$ cat src/rtl/dsp48a1_pkg.sv
// Shared constants and types for the DSP48A1 multiply-accumulate sequencer.
package dsp48a1_pkg;
  localparam int W1_DEF = 18;
  localparam int W2_DEF = 48;
  localparam int CNT_W  = 11;

  // OPMODE = {post-sub, pre-sub, carry, pre-mode, Z[1:0], X[1:0]}
  localparam logic [7:0] OP_NONE      = 8'h00;
  localparam logic [7:0] OP_FIRST     = 8'h01;
  localparam logic [7:0] OP_ACC       = 8'h09;
  localparam logic [7:0] OP_HOLD      = 8'h08;
  localparam logic [7:0] OP_FIRST_RND = 8'h0D;

  typedef enum logic [1:0] {IDLE, ACCUM, DRAIN, RESULT} seq_state_t;

  typedef struct packed {
    logic vld;
    logic last;
  } beat_tag_t;
endpackage

$ cat src/rtl/dsp_lat_pipe.sv
// Fixed-depth delay line of beat tags, lined up with the slice's A1/B1 -> M -> P path.
module dsp_lat_pipe
  import dsp48a1_pkg::*;
#(
  parameter int STAGES = 3
) (
  input  logic      CLK,
  input  logic      RST,
  input  beat_tag_t din,
  output beat_tag_t dout
);
  beat_tag_t [STAGES:1] vld_pipe;

  always_ff @(posedge CLK) begin
    if (RST) begin
      vld_pipe <= '0;
    end else begin
      vld_pipe[1] <= din;
      for (int i = 2; i <= STAGES; i++) vld_pipe[i] <= vld_pipe[i-1];
    end
  end

  assign dout = vld_pipe[STAGES];
endmodule

$ cat src/rtl/dsp48a1_mac_sequencer.sv
// Drives one DSP48A1 slice through a streamed multiply-accumulate and returns P.
// Build option: DSP_SEQ_ROUND_EN adds a rounding constant through the C port once per result.
module dsp48a1_mac_sequencer
  import dsp48a1_pkg::*;
#(
  parameter int WIDTH1    = W1_DEF,
  parameter int WIDTH2    = W2_DEF,
  parameter int LAT       = 3,
  parameter int MAX_TAPS  = 1024,
  parameter int RND_SHIFT = 16
) (
  input  logic              CLK,
  input  logic              RST,
  input  logic              S_VALID,
  output logic              S_READY,
  input  logic [WIDTH1-1:0] S_A,
  input  logic [WIDTH1-1:0] S_B,
  input  logic              S_LAST,
  output logic [WIDTH1-1:0] A,
  output logic [WIDTH1-1:0] B,
  output logic [WIDTH1-1:0] D,
  output logic [WIDTH2-1:0] C,
  output logic [7:0]        OPMODE,
  output logic              CARRYIN,
  output logic              CEA,
  output logic              CEB,
  output logic              CEC,
  output logic              CED,
  output logic              CEM,
  output logic              CEOPMODE,
  output logic              CECARRYIN,
  output logic              CEP,
  output logic              RSTA,
  output logic              RSTB,
  output logic              RSTC,
  output logic              RSTD,
  output logic              RSTM,
  output logic              RSTOPMODE,
  output logic              RSTCARRYIN,
  output logic              RSTP,
  input  logic [WIDTH2-1:0] P,
  output logic              R_VALID,
  input  logic              R_READY,
  output logic [WIDTH2-1:0] R_DATA,
  output logic [CNT_W-1:0]  R_COUNT
);
`ifdef DSP_SEQ_ROUND_EN
  localparam bit RND_EN = 1'b1;
`else
  localparam bit RND_EN = 1'b0;
`endif
  localparam logic [WIDTH2-1:0] RND_C    = WIDTH2'(1) << (RND_SHIFT - 1);
  localparam logic [7:0]        OP_START = RND_EN ? OP_FIRST_RND : OP_FIRST;

  seq_state_t       state;
  logic [CNT_W-1:0] cnt, cnt_next;
  logic             fire, is_last, cap;
  beat_tag_t        tag_in, tag_out;

  assign fire     = S_VALID & S_READY;
  assign cnt_next = (state == IDLE) ? CNT_W'(1) : cnt + CNT_W'(1);
  assign is_last  = S_LAST | (cnt_next == CNT_W'(MAX_TAPS));

  // A/B go straight to the slice's A1/B1 regs so the beat enters the pipe the cycle it is accepted
  assign A       = fire ? S_A : '0;
  assign B       = fire ? S_B : '0;
  assign D       = '0;
  assign C       = RND_EN ? RND_C : '0;
  assign CARRYIN = 1'b0;

  assign CEA       = ~RST;
  assign CEB       = ~RST;
  assign CEM       = ~RST;
  assign CEOPMODE  = ~RST;
  assign CEP       = ~RST;
  assign CEC       = 1'b1;
  assign CED       = 1'b1;
  assign CECARRYIN = 1'b1;

  assign RSTA       = RST;
  assign RSTB       = RST;
  assign RSTC       = RST;
  assign RSTD       = RST;
  assign RSTM       = RST;
  assign RSTOPMODE  = RST;
  assign RSTCARRYIN = RST;
  assign RSTP       = RST;

  assign tag_in = '{vld: fire, last: fire & is_last};

  dsp_lat_pipe #(.STAGES(LAT)) u_lat (
    .CLK  (CLK),
    .RST  (RST),
    .din  (tag_in),
    .dout (tag_out)
  );

  assign cap = tag_out.vld & tag_out.last;

  // OPMODE is registered here and again by OPMODEREG, landing alongside M
  always_ff @(posedge CLK) begin
    if (RST) begin
      state   <= IDLE;
      S_READY <= 1'b0;
      R_VALID <= 1'b0;
      R_DATA  <= '0;
      R_COUNT <= '0;
      OPMODE  <= OP_NONE;
      cnt     <= '0;
    end else begin
      case (state)
        IDLE: begin
          S_READY <= 1'b1;
          OPMODE  <= OP_NONE;
          if (fire) begin
            cnt    <= cnt_next;
            OPMODE <= OP_START;
            if (is_last) begin
              state   <= DRAIN;
              S_READY <= 1'b0;
            end else begin
              state <= ACCUM;
            end
          end
        end
        ACCUM: begin
          OPMODE <= fire ? OP_ACC : OP_HOLD;
          if (fire) begin
            cnt <= cnt_next;
            if (is_last) begin
              state   <= DRAIN;
              S_READY <= 1'b0;
            end
          end
        end
        DRAIN: begin
          OPMODE <= OP_HOLD;
          if (cap) begin
            R_DATA  <= P;
            R_COUNT <= cnt;
            R_VALID <= 1'b1;
            state   <= RESULT;
          end
        end
        RESULT: begin
          OPMODE <= OP_HOLD;
          if (R_READY) begin
            R_VALID <= 1'b0;
            S_READY <= 1'b1;
            state   <= IDLE;
          end
        end
        default: begin
          state   <= IDLE;
          S_READY <= 1'b0;
        end
      endcase
    end
  end
endmodule
$ cat config.mk
export PLATFORM = sky130hd
export DESIGN_NAME = dsp48a1_mac_sequencer
export DESIGN_NICKNAME = d
export VERILOG_FILES = /design/src/rtl/dsp48a1_pkg.sv /design/src/rtl/dsp_lat_pipe.sv /design/src/rtl/dsp48a1_mac_sequencer.sv
export SDC_FILE = /design/constraint.sdc
export NUM_CORES = 1
export LEC_CHECK = 0
export CAP_MARGIN = 15
export CORE_MARGIN = 2
export CORE_UTILIZATION = 40
export CTS_BUF_LIST = sky130_fd_sc_hd__clkbuf_4 sky130_fd_sc_hd__clkbuf_8
export DETAILED_ROUTE_END_ITERATION = 10
export MAX_ROUTING_LAYER = met4
export PLACE_DENSITY = 0.88
export SLEW_MARGIN = 0
export SYNTH_ARGS = -nofsm -noshare
export SYNTH_HDL_FRONTEND = slang
export SYNTH_SLANG_ARGS = --single-unit
$ cat constraint.sdc
create_clock -name CLK -period 6 [get_ports CLK]
set_input_delay 1.2 -clock CLK [delete_from_list [all_inputs] [get_ports CLK]]
set_output_delay 1.2 -clock CLK [all_outputs]
set_load 0.03 [all_outputs]
==> summary.txt, run 1 <==
Status
  – Status: complete, no violations

Global routing
  – GR Util All Layers: 20.0%
  – Antenna violations before repair: 0
  – GRT overflow: 0
  – Largest net degree at the start of global routing: 65
  – First-pass GRT wire length: 17,800 microns
  – Vias in the first global route: 3,621

Place
  – Final HPWL from detailed placement: 8290 microns
  – # placed instances: 848
  – Port-buffer cells: 200
  – GPL Wtd Cong: 0.804

Clocking
  – CTS Sinks: 82
  – H-tree depth: 3
  – CTS Hold Bufs: 0
  – Skew-Pair Late Insertion Delay: 0.35 ns
  – Setup Buffers After CTS: 0
  – CTS resizes: 0
  – Clock transition at path regs: 0.07 ns
  – Root Buffer: clkbuf_8
  – Clock Path Buffers: 2
  – CTS tree: yes
  – CTS buffer count: 9

Finish
  – Final #Nets: 817
  – P&R area growth vs syn: 43.8%
  – Share of layout cells above drive strength 1: 3.16%
  – Non-Filler Instances: 863
  – Most common cell after layout, fill and taps aside: clkdlybuf4s50_1
  – FILL cells: 974
  – Commonest cells after routing, fill and taps aside: 199 x clkdlybuf4s50_1, 132 x nand2_1, 82 x dfxtp_1
  – # diodes: 0

Detailed routing
  – Detailed Route WL: 11,600 microns
  – First-pass iteration count of the detailed router: 5
  – Detailed Route Iter0 Violations: 330
  – Wire per inst: 13.4 microns
  – Antenna Nets Post-Route: 0
  – DRC Markers: 0
  – Via/cell ratio: 4.61
  – Vias: 3,975

Floorplanning
  – Io pins: 277
  – Die width: 107 microns
  – Die area: 11,400 sq um
  – Row Count: 37
  – Die H: 107 microns
  – Starting Density: 41.0%
  – Total core area: 10,300 sq um

Power
  – PwrDens: 259 nW/um^2
  – Static leakage: 0.00237 uW
  – VDD IR max: 0.121 mV

Timing
  – Tmin final: 4.57 ns
  – Hold Vio Cnt, Final: 0
  – Tcrit/Tclk final: 76.1%
  – RSZ-0062 raised after global routing: no
  – F_max: 219 MHz
  – Clock Skew: 0.0102 ns
  – Setup violations, final: 0
  – Worst-margin pin slew: 1.11 ns
  – Total negative slack: 0 ns
  – Slew margin rel.: 26.0%
  – Slew Viols, Final: 0

Logic synthesis
  – Register area share after synthesis: 38.7%
  – Yosys reg bits: 82
  – Post-synth EDFFs: 0
  – Yosys warning total: 0
  – Syn Inst Count: 563
  – Synth cell types: 41
  – Ys async rst share: 0%
  – Cell area after synthesis: 4240 sq um
  – Avg Synthesized Cell Area: 7.53 sq um
  – Synth Flop Type: dfxtp_1

Critical path
  – WP data arrival: 3.37 ns
  – Worst Setup End Kind: primary output
  – Cell mode on critical path: clkdlybuf4s50_1
  – Reg2Reg Capture Point: state[0]
  – FF-to-FF setup slack: 3.22 ns
  – Worst EP required: 4.80 ns
  – Crit-path max FO: 40
  – Critical path class: in -> out
  – Worst-path cell chain: clkdlybuf4s50_1 -> and3_1 -> clkdlybuf4s50_1
  – Crit-path slowest cell: clkdlybuf4s50_1
  – CP max stage delay: 1.19 ns
  – Setup crit start kind: input pin
  – R2R depth: 8
  – FF-to-FF Start: state[0]

Min path
  – Hold Path End: u_lat.dout[0]
  – Hold path cells: 1
  – Tightest Hold Check Type: reg -> reg
  – Min-delay src: u_lat.vld_pipe[2]

Job
  – Max Cap Violations: 0
[worst max-delay path by stage]
stage	from	endpoint	cells after the start
final	S_VALID	B[13]	3
after global routing	S_VALID	B[13]	3
after CTS	S_VALID	B[2]	3
after detailed placement	S_VALID	B[2]	3
after global placement	S_VALID	B[9]	3
after floorplan	RST	CEB	4
[final cells by class]
class / instances / area (sq um) / share of cell area, %
Clock buffer: 11 / 151 / 2.49
Clock inverter: 4 / 51.3 / 0.842
Inverter: 5 / 18.8 / 0.308
Multi-Input combinational cell: 423 / 2050 / 33.6
Sequential cell: 82 / 1640 / 26.9
Tap cell: 136 / 170 / 2.79
Timing Repair Buffer: 202 / 2010 / 33.0
[sequential cells by signal, summed over array words and instances (netlist names)]
| register | flops |
|---|---|
| u_lat.vld_pipe | 4 |
| R_DATA | 48 |
| state | 2 |
| R_COUNT | 11 |
| u_lat.dout | 2 |
| OPMODE | 2 |
| S_READY | 1 |
| R_VALID | 1 |
| cnt | 11 |
[cell usage after synthesis, drive strengths merged (2+ instances only)]
cell type | instances | area [sq um]
a21boi | 2 | 15.0
nand2 | 132 | 495
nor3 | 2 | 10.0
nor4 | 6 | 43.8
dfxtp | 82 | 1640
nor3b | 2 | 15.0
mux2i | 2 | 20.0
and4 | 3 | 26.3
and3 | 39 | 244
nand2b | 3 | 18.8
ha | 5 | 62.6
o21ai | 15 | 75.1
a311oi | 2 | 17.5
clkbuf | 34 | 129
xor2 | 2 | 17.5
a41o | 2 | 20.0
nand3 | 12 | 60.1
nor2 | 27 | 101
nand4 | 2 | 27.5
buf | 93 | 686
conb | 2 | 7.51
a21oi | 71 | 355
a211oi | 2 | 15.0
inv | 5 | 18.8
nor2b | 5 | 31.3
[critical path: cells and delay by family]
family        cells  cell delay, ns
buf+inv           2            1.88
simple gates      1            0.28
[routing by layer]
| metal | part of all wire (%) | vias up | GRT usage [%] |
|---|---|---|---|
| met5 | 0 | - | - |
| met4 | 1.3 | 0 | 6.49 |
| met3 | 6.4 | 12 | 3.59 |
| met2 | 51 | 189 | 34.1 |
| met1 | 41 | 1757 | 23.9 |
| li1 | - | 2017 | - |
[cell families after synthesis]
kind of cell | count (synthesis) | share of synthesized area (%)
other | 2 | 0.177
and+or+nand+nor | 237 | 26.0
AOI/OAI and AO/OA | 100 | 12.9
xor gates and xnor gates | 3 | 0.620
adders and majority gates | 5 | 1.48
DFF | 82 | 38.7
buffers and inverters | 132 | 19.7
muxes | 2 | 0.472
[metrics by stage]
stage | area (sq um) | utilization, % | setup slack, ns | hold WS, ns | total power (uW)
global placement | 5890 | 57.0 | 1.49 | 0.420 | 1180
floorplan | 4520 | - | 2.60 | 0.414 | 1030
detailed placement | 5890 | 57.0 | 1.44 | 0.426 | 1180
global route | 6090 | 59.0 | 1.31 | 0.467 | 1660
CTS | 6090 | 59.0 | 1.42 | 0.443 | 1590
finish | 6090 | 59.0 | 1.43 | 0.439 | 1580
[report_power, final]
part | total (uW) | leakage, uW | switching, uW | internal (uW)
logic | 568 | 0.00161 | 341 | 227
clock network | 406 | 0.000101 | 194 | 213
registers | 606 | 0.000662 | 44.0 | 562
total | 1580 | 0.00237 | 579 | 1000
Power figures use the tool's default switching activity.
==> run 2, diff against run 1 <==
--- a/config.mk
+++ b/config.mk
@@ -7,11 +7,11 @@
 export LEC_CHECK = 0
 export CAP_MARGIN = 15
 export CORE_MARGIN = 2
-export CORE_UTILIZATION = 40
+export CORE_UTILIZATION = 37
 export CTS_BUF_LIST = sky130_fd_sc_hd__clkbuf_4 sky130_fd_sc_hd__clkbuf_8
 export DETAILED_ROUTE_END_ITERATION = 10
 export MAX_ROUTING_LAYER = met4
-export PLACE_DENSITY = 0.88
+export PLACE_DENSITY = 0.82
 export SLEW_MARGIN = 0
 export SYNTH_ARGS = -nofsm -noshare
 export SYNTH_HDL_FRONTEND = slang
==> constraint.sdc (replaced) <==
create_clock -name CLK -period 4.5 [get_ports CLK]
set_input_delay 0.9 -clock CLK [delete_from_list [all_inputs] [get_ports CLK]]
set_output_delay 0.9 -clock CLK [all_outputs]
set_load 0.03 [all_outputs]
==> summary.txt, run 2 (synthesis results as in run 1) <==
Detailed routing
  – Detailed Route WL: 11,500 microns (-0.53%)
  – Vias: 4,042 (+1.7%)
  – First-pass iteration count of the detailed router: 4 (-1)
  – Antenna Nets Post-Route: 0 (unchanged)
  – Detailed Route Iter0 Violations: 250 (-24%)
  – DRC Markers: 0 (unchanged)
  – Wire per inst: 13.2 microns (-1.6%)
  – Via/cell ratio: 4.64 (+0.64%)

Finish
  – Most common cell after layout, fill and taps aside: clkdlybuf4s50_1
  – Share of layout cells above drive strength 1: 3.43% (+0.27 points)
  – Final #Nets: 818 (+0.12%)
  – P&R area growth vs syn: 43.8% (about the same)
  – Commonest cells after routing, fill and taps aside: 199 x clkdlybuf4s50_1, 132 x nand2_1, 82 x dfxtp_1
  – Largest regs: R_DATA x48, R_COUNT x11, cnt x11
  – Util after Layout: 53.8% (-5.2 points)
  – FILL cells: 1,060 (+8.8%)
  – # diodes: 0 (unchanged)
  – Max FFs per register: 48 (unchanged)
  – Top reg by flops: R_DATA

Clocking
  – CTS tree: yes
  – Setup Buffers After CTS: 0 (unchanged)
  – CTS Sinks: 82 (unchanged)
  – H-tree depth: 3 (unchanged)
  – CTS Hold Bufs: 0 (unchanged)
  – CTS buffer count: 9 (unchanged)
  – Skew-Pair Late Insertion Delay: 0.35 ns (about the same)
  – CTS resizes: 0 (unchanged)
  – Clock transition at path regs: 0.08 ns (about the same)
  – Clock Path Buffers: 2 (unchanged)
  – Root Buffer: clkbuf_8

Floorplanning
  – Io pins: 277 (unchanged)
  – Starting Density: 37.4% (-3.6 points)
  – Die width: 111 microns (+3.8%)
  – Row Count: 39 (+5.4%)
  – Total core area: 11,300 sq um (+9.7%)
  – Die area: 12,300 sq um (+7.8%)
  – Die H: 111 microns (+3.8%)

Global routing
  – Antenna violations before repair: 0 (unchanged)
  – First-pass GRT wire length: 17,800 microns (+0.27%)
  – Vias in the first global route: 3,578 (-1.2%)
  – GRT overflow: 0 (unchanged)
  – Largest net degree at the start of global routing: 75 (+15%)
  – GR Util All Layers: 18.1% (-1.9 points)

Min path
  – Hold path cells: 1 (unchanged)
  – Hold Path End: u_lat.dout[1]
  – Tightest Hold Check Type: reg -> reg
  – Min-delay src: u_lat.vld_pipe[3]

Critical path
  – Critical path class: in -> out
  – Critical path's top delay family: buffers and inverters
  – Buf/Inv on CP: 3 (+1)
  – Cell mode on critical path: clkdlybuf4s50_1
  – Reg2Reg Capture Point: state[0]
  – CP max stage delay: 0.68 ns (-0.51 ns)
  – Crit-path slowest cell: clkdlybuf4s50_1
  – Worst-path cell chain: clkdlybuf4s50_1 -> buf_4 -> and3_1 -> clkdlybuf4s50_1
  – Worst EP required: 3.60 ns (-1.20 ns)
  – R2R depth: 8 (unchanged)
  – WP data arrival: 2.56 ns (-0.81 ns)
  – Setup crit start kind: input pin
  – FF-to-FF Start: state[0]
  – Worst Setup End Kind: primary output
  – FF-to-FF setup slack: 1.67 ns (-1.55 ns)
  – Crit-path max FO: 40 (unchanged)

Place
  – Port-buffer cells: 200 (unchanged)
  – Final HPWL from detailed placement: 8120 microns (-2.0%)
  – GPL Wtd Cong: 0.802 (-0.31%)

Timing
  – Total negative slack: 0 ns (unchanged)
  – Setup violations, final: 0 (unchanged)
  – Tcrit/Tclk final: 76.8%
  – Clock Skew: 0.0140 ns (+0.00380 ns)
  – Slew margin rel.: 27.1% (+1.0 points)
  – Tmin final: 3.46 ns
  – Slew Viols, Final: 0 (unchanged)
  – Hold Vio Cnt, Final: 0 (unchanged)
  – RSZ-0062 raised after global routing: no
  – Worst-margin pin slew: 1.09 ns (-0.0156 ns)
  – F_max: 289 MHz

Power
  – PwrDens: 341 nW/um^2 (+31%)
  – VDD IR max: 0.169 mV (+40%)
  – Static leakage: 0.00237 uW (about the same)

Status
  – Status: complete, no violations

Job
  – Max Cap Violations: 0 (unchanged)
==> run 2: worst max path at each step <==
stage	endpoint	cells after the start	slack [ns]	start
2_1_floorplan	CEB	4	1.70	RST
3_3_place_gp	B[7]	4	1.06	S_VALID
3_5_place_dp	B[14]	4	1.05	S_VALID
4_1_cts	B[14]	4	1.05	S_VALID
5_1_grt	B[14]	4	0.94	S_VALID
6_report	B[5]	4	1.04	S_VALID
==> run 2: per-stage QoR <==
stage	hold slack, ns	worst slack [ns]	std cells	total power, uW	area (sq um)
floorplan	0.414	1.70	637	1370	4520
finish	0.439	1.04	872	2080	6100
detailed placement	0.424	1.05	856	1580	5910
global placement	0.418	1.06	856	1570	5910
global route	0.461	0.939	872	2190	6100
CTS	0.443	1.05	872	2090	6100
==> run 2: area by class of cell <==
| class | count | area, sq um | share of cell area, % |
|---|---|---|---|
| Clock inverter | 4 | 25.0 | 0.411 |
| Timing Repair Buffer | 203 | 2020 | 33.1 |
| Sequential cell | 82 | 1640 | 26.9 |
| Inverter | 5 | 18.8 | 0.308 |
| Multi-Input combinational cell | 423 | 2050 | 33.6 |
| Clock buffer | 12 | 165 | 2.71 |
| Tap cell | 143 | 179 | 2.94 |
==> run 2: worst reg2reg max path: cells and delay by family, from the launching register on <==
family	cells	cell delay [ns]
flops	1	0.37
buf+inv	2	0.43
fa+ha+maj	1	0.56
simple gates	2	0.73
compound gates	3	0.64
==> run 2: per-layer routing <==
metal | track usage [%] | up-vias | wire length (microns)
li1 | - | 2013 | -
met1 | 22.1 | 1823 | 4990
met2 | 30.3 | 192 | 5590
met3 | 3.17 | 14 | 721
met4 | 6.34 | 0 | 199
met5 | - | - | 0
==> run 2: power by group <==
| group | leakage [uW] | switching, uW | internal (uW) |
|---|---|---|---|
| combinational | 0.00161 | 458 | 303 |
| sequential | 0.000662 | 58.1 | 749 |
| clock | 0.0000944 | 264 | 244 |
| total | 0.00237 | 780 | 1300 |
==> run 3, diff against run 2 <==
--- a/config.mk
+++ b/config.mk
@@ -7,11 +7,11 @@
 export LEC_CHECK = 0
 export CAP_MARGIN = 15
 export CORE_MARGIN = 2
-export CORE_UTILIZATION = 37
+export CORE_UTILIZATION = 34
 export CTS_BUF_LIST = sky130_fd_sc_hd__clkbuf_4 sky130_fd_sc_hd__clkbuf_8
 export DETAILED_ROUTE_END_ITERATION = 10
 export MAX_ROUTING_LAYER = met4
-export PLACE_DENSITY = 0.82
+export PLACE_DENSITY = 0.79
 export SLEW_MARGIN = 0
 export SYNTH_ARGS = -nofsm -noshare
 export SYNTH_HDL_FRONTEND = slang
==> constraint.sdc (replaced) <==
create_clock -name CLK -period 3.1 [get_ports CLK]
set_input_delay 0.62 -clock CLK [delete_from_list [all_inputs] [get_ports CLK]]
set_output_delay 0.62 -clock CLK [all_outputs]
set_load 0.03 [all_outputs]
==> summary.txt, run 3 (synthesis results as in run 1) <==
Status
  – Status: complete, no violations

Min path
  – Tightest Hold Check Type: reg -> reg
  – Min-delay src: u_lat.vld_pipe[0]

Timing
  – Final WS setup: 0.355 ns (-0.688 ns)
  – Hold Vio Cnt, Final: 0 (unchanged)
  – Setup violations, final: 0 (unchanged)
  – F_max: 364 MHz
  – Worst-margin pin slew: 0.638 ns (-0.456 ns)
  – Tmin final: 2.75 ns
  – Clock Skew: 0.0127 ns (-0.00128 ns)
  – Slew margin rel.: 57.5% (+30 points)
  – Total negative slack: 0 ns (unchanged)
  – RSZ-0062 raised after global routing: no
  – Slew Viols, Final: 0 (unchanged)
  – Tcrit/Tclk final: 88.6%

Critical path
  – Worst Setup End Kind: flip-flop
  – WP data arrival: 3.01 ns (+0.45 ns)
  – Critical path class: reg -> reg
  – Crit. Startpoint: state[0]
  – Crit-path max FO: 16 (-60%)
  – Setup crit start kind: flip-flop
  – Worst EP required: 3.36 ns (-0.24 ns)
  – FF-to-FF Start: state[0]

Clocking
  – CTS tree: yes
  – Clock Path Buffers: 2 (unchanged)
  – Clock transition at path regs: 0.09 ns (about the same)
  – Root Buffer: clkbuf_8
  – CTS buffer count: 9 (unchanged)
  – Setup Buffers After CTS: 0 (unchanged)
  – Skew-Pair Late Insertion Delay: 0.37 ns (+0.02 ns)
  – CTS Hold Bufs: 0 (unchanged)
  – CTS resizes: 0 (unchanged)
  – H-tree depth: 3 (unchanged)
  – CTS Sinks: 82 (unchanged)

Finish
  – Non-Filler Instances: 901 (+3.3%)
  – Commonest cells after routing, fill and taps aside: 163 x clkdlybuf4s50_1, 132 x nand2_1, 82 x dfxtp_1
  – Top reg by flops: R_DATA
  – Max FFs per register: 48 (unchanged)
  – Util after Layout: 50.7% (-3.1 points)
  – FILL cells: 1,221 (+15%)
  – # diodes: 0 (unchanged)
  – Final #Nets: 822 (+0.49%)
  – Largest regs: R_DATA x48, R_COUNT x11, cnt x11
  – Most common cell after layout, fill and taps aside: clkdlybuf4s50_1
  – Share of layout cells above drive strength 1: 8.87% (+5.4 points)
  – P&R area growth vs syn: 44.9%

Global routing
  – Met2 GRT Util: 28.7% (-1.6 points)
  – Grt peak-use layer: met2
  – GR Util All Layers: 16.9% (-1.2 points)
  – GRT overflow: 0 (unchanged)
  – Global Route met3 Usage: 3.40% (+0.23 points)
  – Met1 usage: 19.9% (-2.2 points)
  – Antenna violations before repair: 0 (unchanged)
  – First-pass GRT wire length: 17,400 microns (-2.4%)
  – Vias in the first global route: 3,614 (+1.0%)
  – Largest net degree at the start of global routing: 44 (-41%)

Detailed routing
  – Detailed Route Iter0 Violations: 293 (+17%)
  – Antenna Nets Post-Route: 0 (unchanged)
  – Wire per inst: 13.0 microns (-1.3%)
  – Vias: 4,073 (+0.77%)
  – DRC Markers: 0 (unchanged)
  – First-pass iteration count of the detailed router: 4 (unchanged)
  – Detailed Route WL: 11,700 microns (+1.9%)
  – Via/cell ratio: 4.52 (-2.5%)

Place
  – Port-buffer cells: 200 (unchanged)
  – Placement Setup Slack: 0.413 ns (-0.637 ns)
  – GPL Wtd Cong: 0.846 (+5.5%)
  – Final HPWL from detailed placement: 8570 microns (+5.5%)
  – # placed instances: 885 (+3.4%)

Floorplanning
  – Row Count: 40 (+2.6%)
  – Total core area: 12,100 sq um (+7.0%)
  – Io pins: 277 (unchanged)
  – Starting Density: 35.0% (-2.4 points)
  – Die area: 13,400 sq um (+8.5%)
  – Die width: 116 microns (+4.2%)
  – Die H: 116 microns (+4.2%)

Job
  – Max Cap Violations: 0 (unchanged)

Power
  – PwrDens: 515 nW/um^2 (+51%)
  – VDD IR max: 0.198 mV (+17%)
  – Overall power: 3160 uW (+52%)
  – Static leakage: 0.00249 uW (+5.0%)
run 3: cell type report:
type	count	area [sq um]	area share, %
clock inverter	6	90.1	1.47
timing repair buffer	207	2000	32.5
inverter	5	18.8	0.306
tap	168	210	3.42
multi-input combinational	423	2050	33.3
sequential	82	1640	26.7
clock buffer	10	138	2.24
run 3: where the power goes:
group	switching, uW	leakage [uW]	internal, uW
combinational	725	0.00171	430
clock	410	0.000112	477
sequential	32.8	0.000662	1090
run 3: final timing paths:
check | slack, ns | cells past startpoint | end
max | 0.35 | 8 | state[1]
max reg2reg | 0.35 | 8 | state[1]
min | 0.43 | 1 | u_lat.vld_pipe[2]
min reg2reg | 0.43 | 1 | u_lat.vld_pipe[2]
run 3: metal layers:
metal,up-vias,wire length (microns),part of all wire [%]
met5,-,0,0
met3,17,783,6.7
li1,2029,-,-
met4,0,210,1.8
met1,1836,4820,41
met2,191,5900,50
run 3: worst max-delay path, stage by stage, from the launching register on:
cell and delay (ns):
dfxtp_1 0.37, inv_1 0.17, ha_1 0.50, inv_1 0.22, o31ai_1 0.11, nor3b_1 0.08, or4_1 0.65, a41o_1 0.28
a311oi_1 0.26
run 3: stage by stage:
stage | instance area [sq um] | hold slack, ns
4_1_cts | 6140 | 0.443
3_5_place_dp | 5910 | 0.430
6_report | 6140 | 0.433
5_1_grt | 6140 | 0.457
3_3_place_gp | 5910 | 0.416
2_1_floorplan | 4520 | 0.414
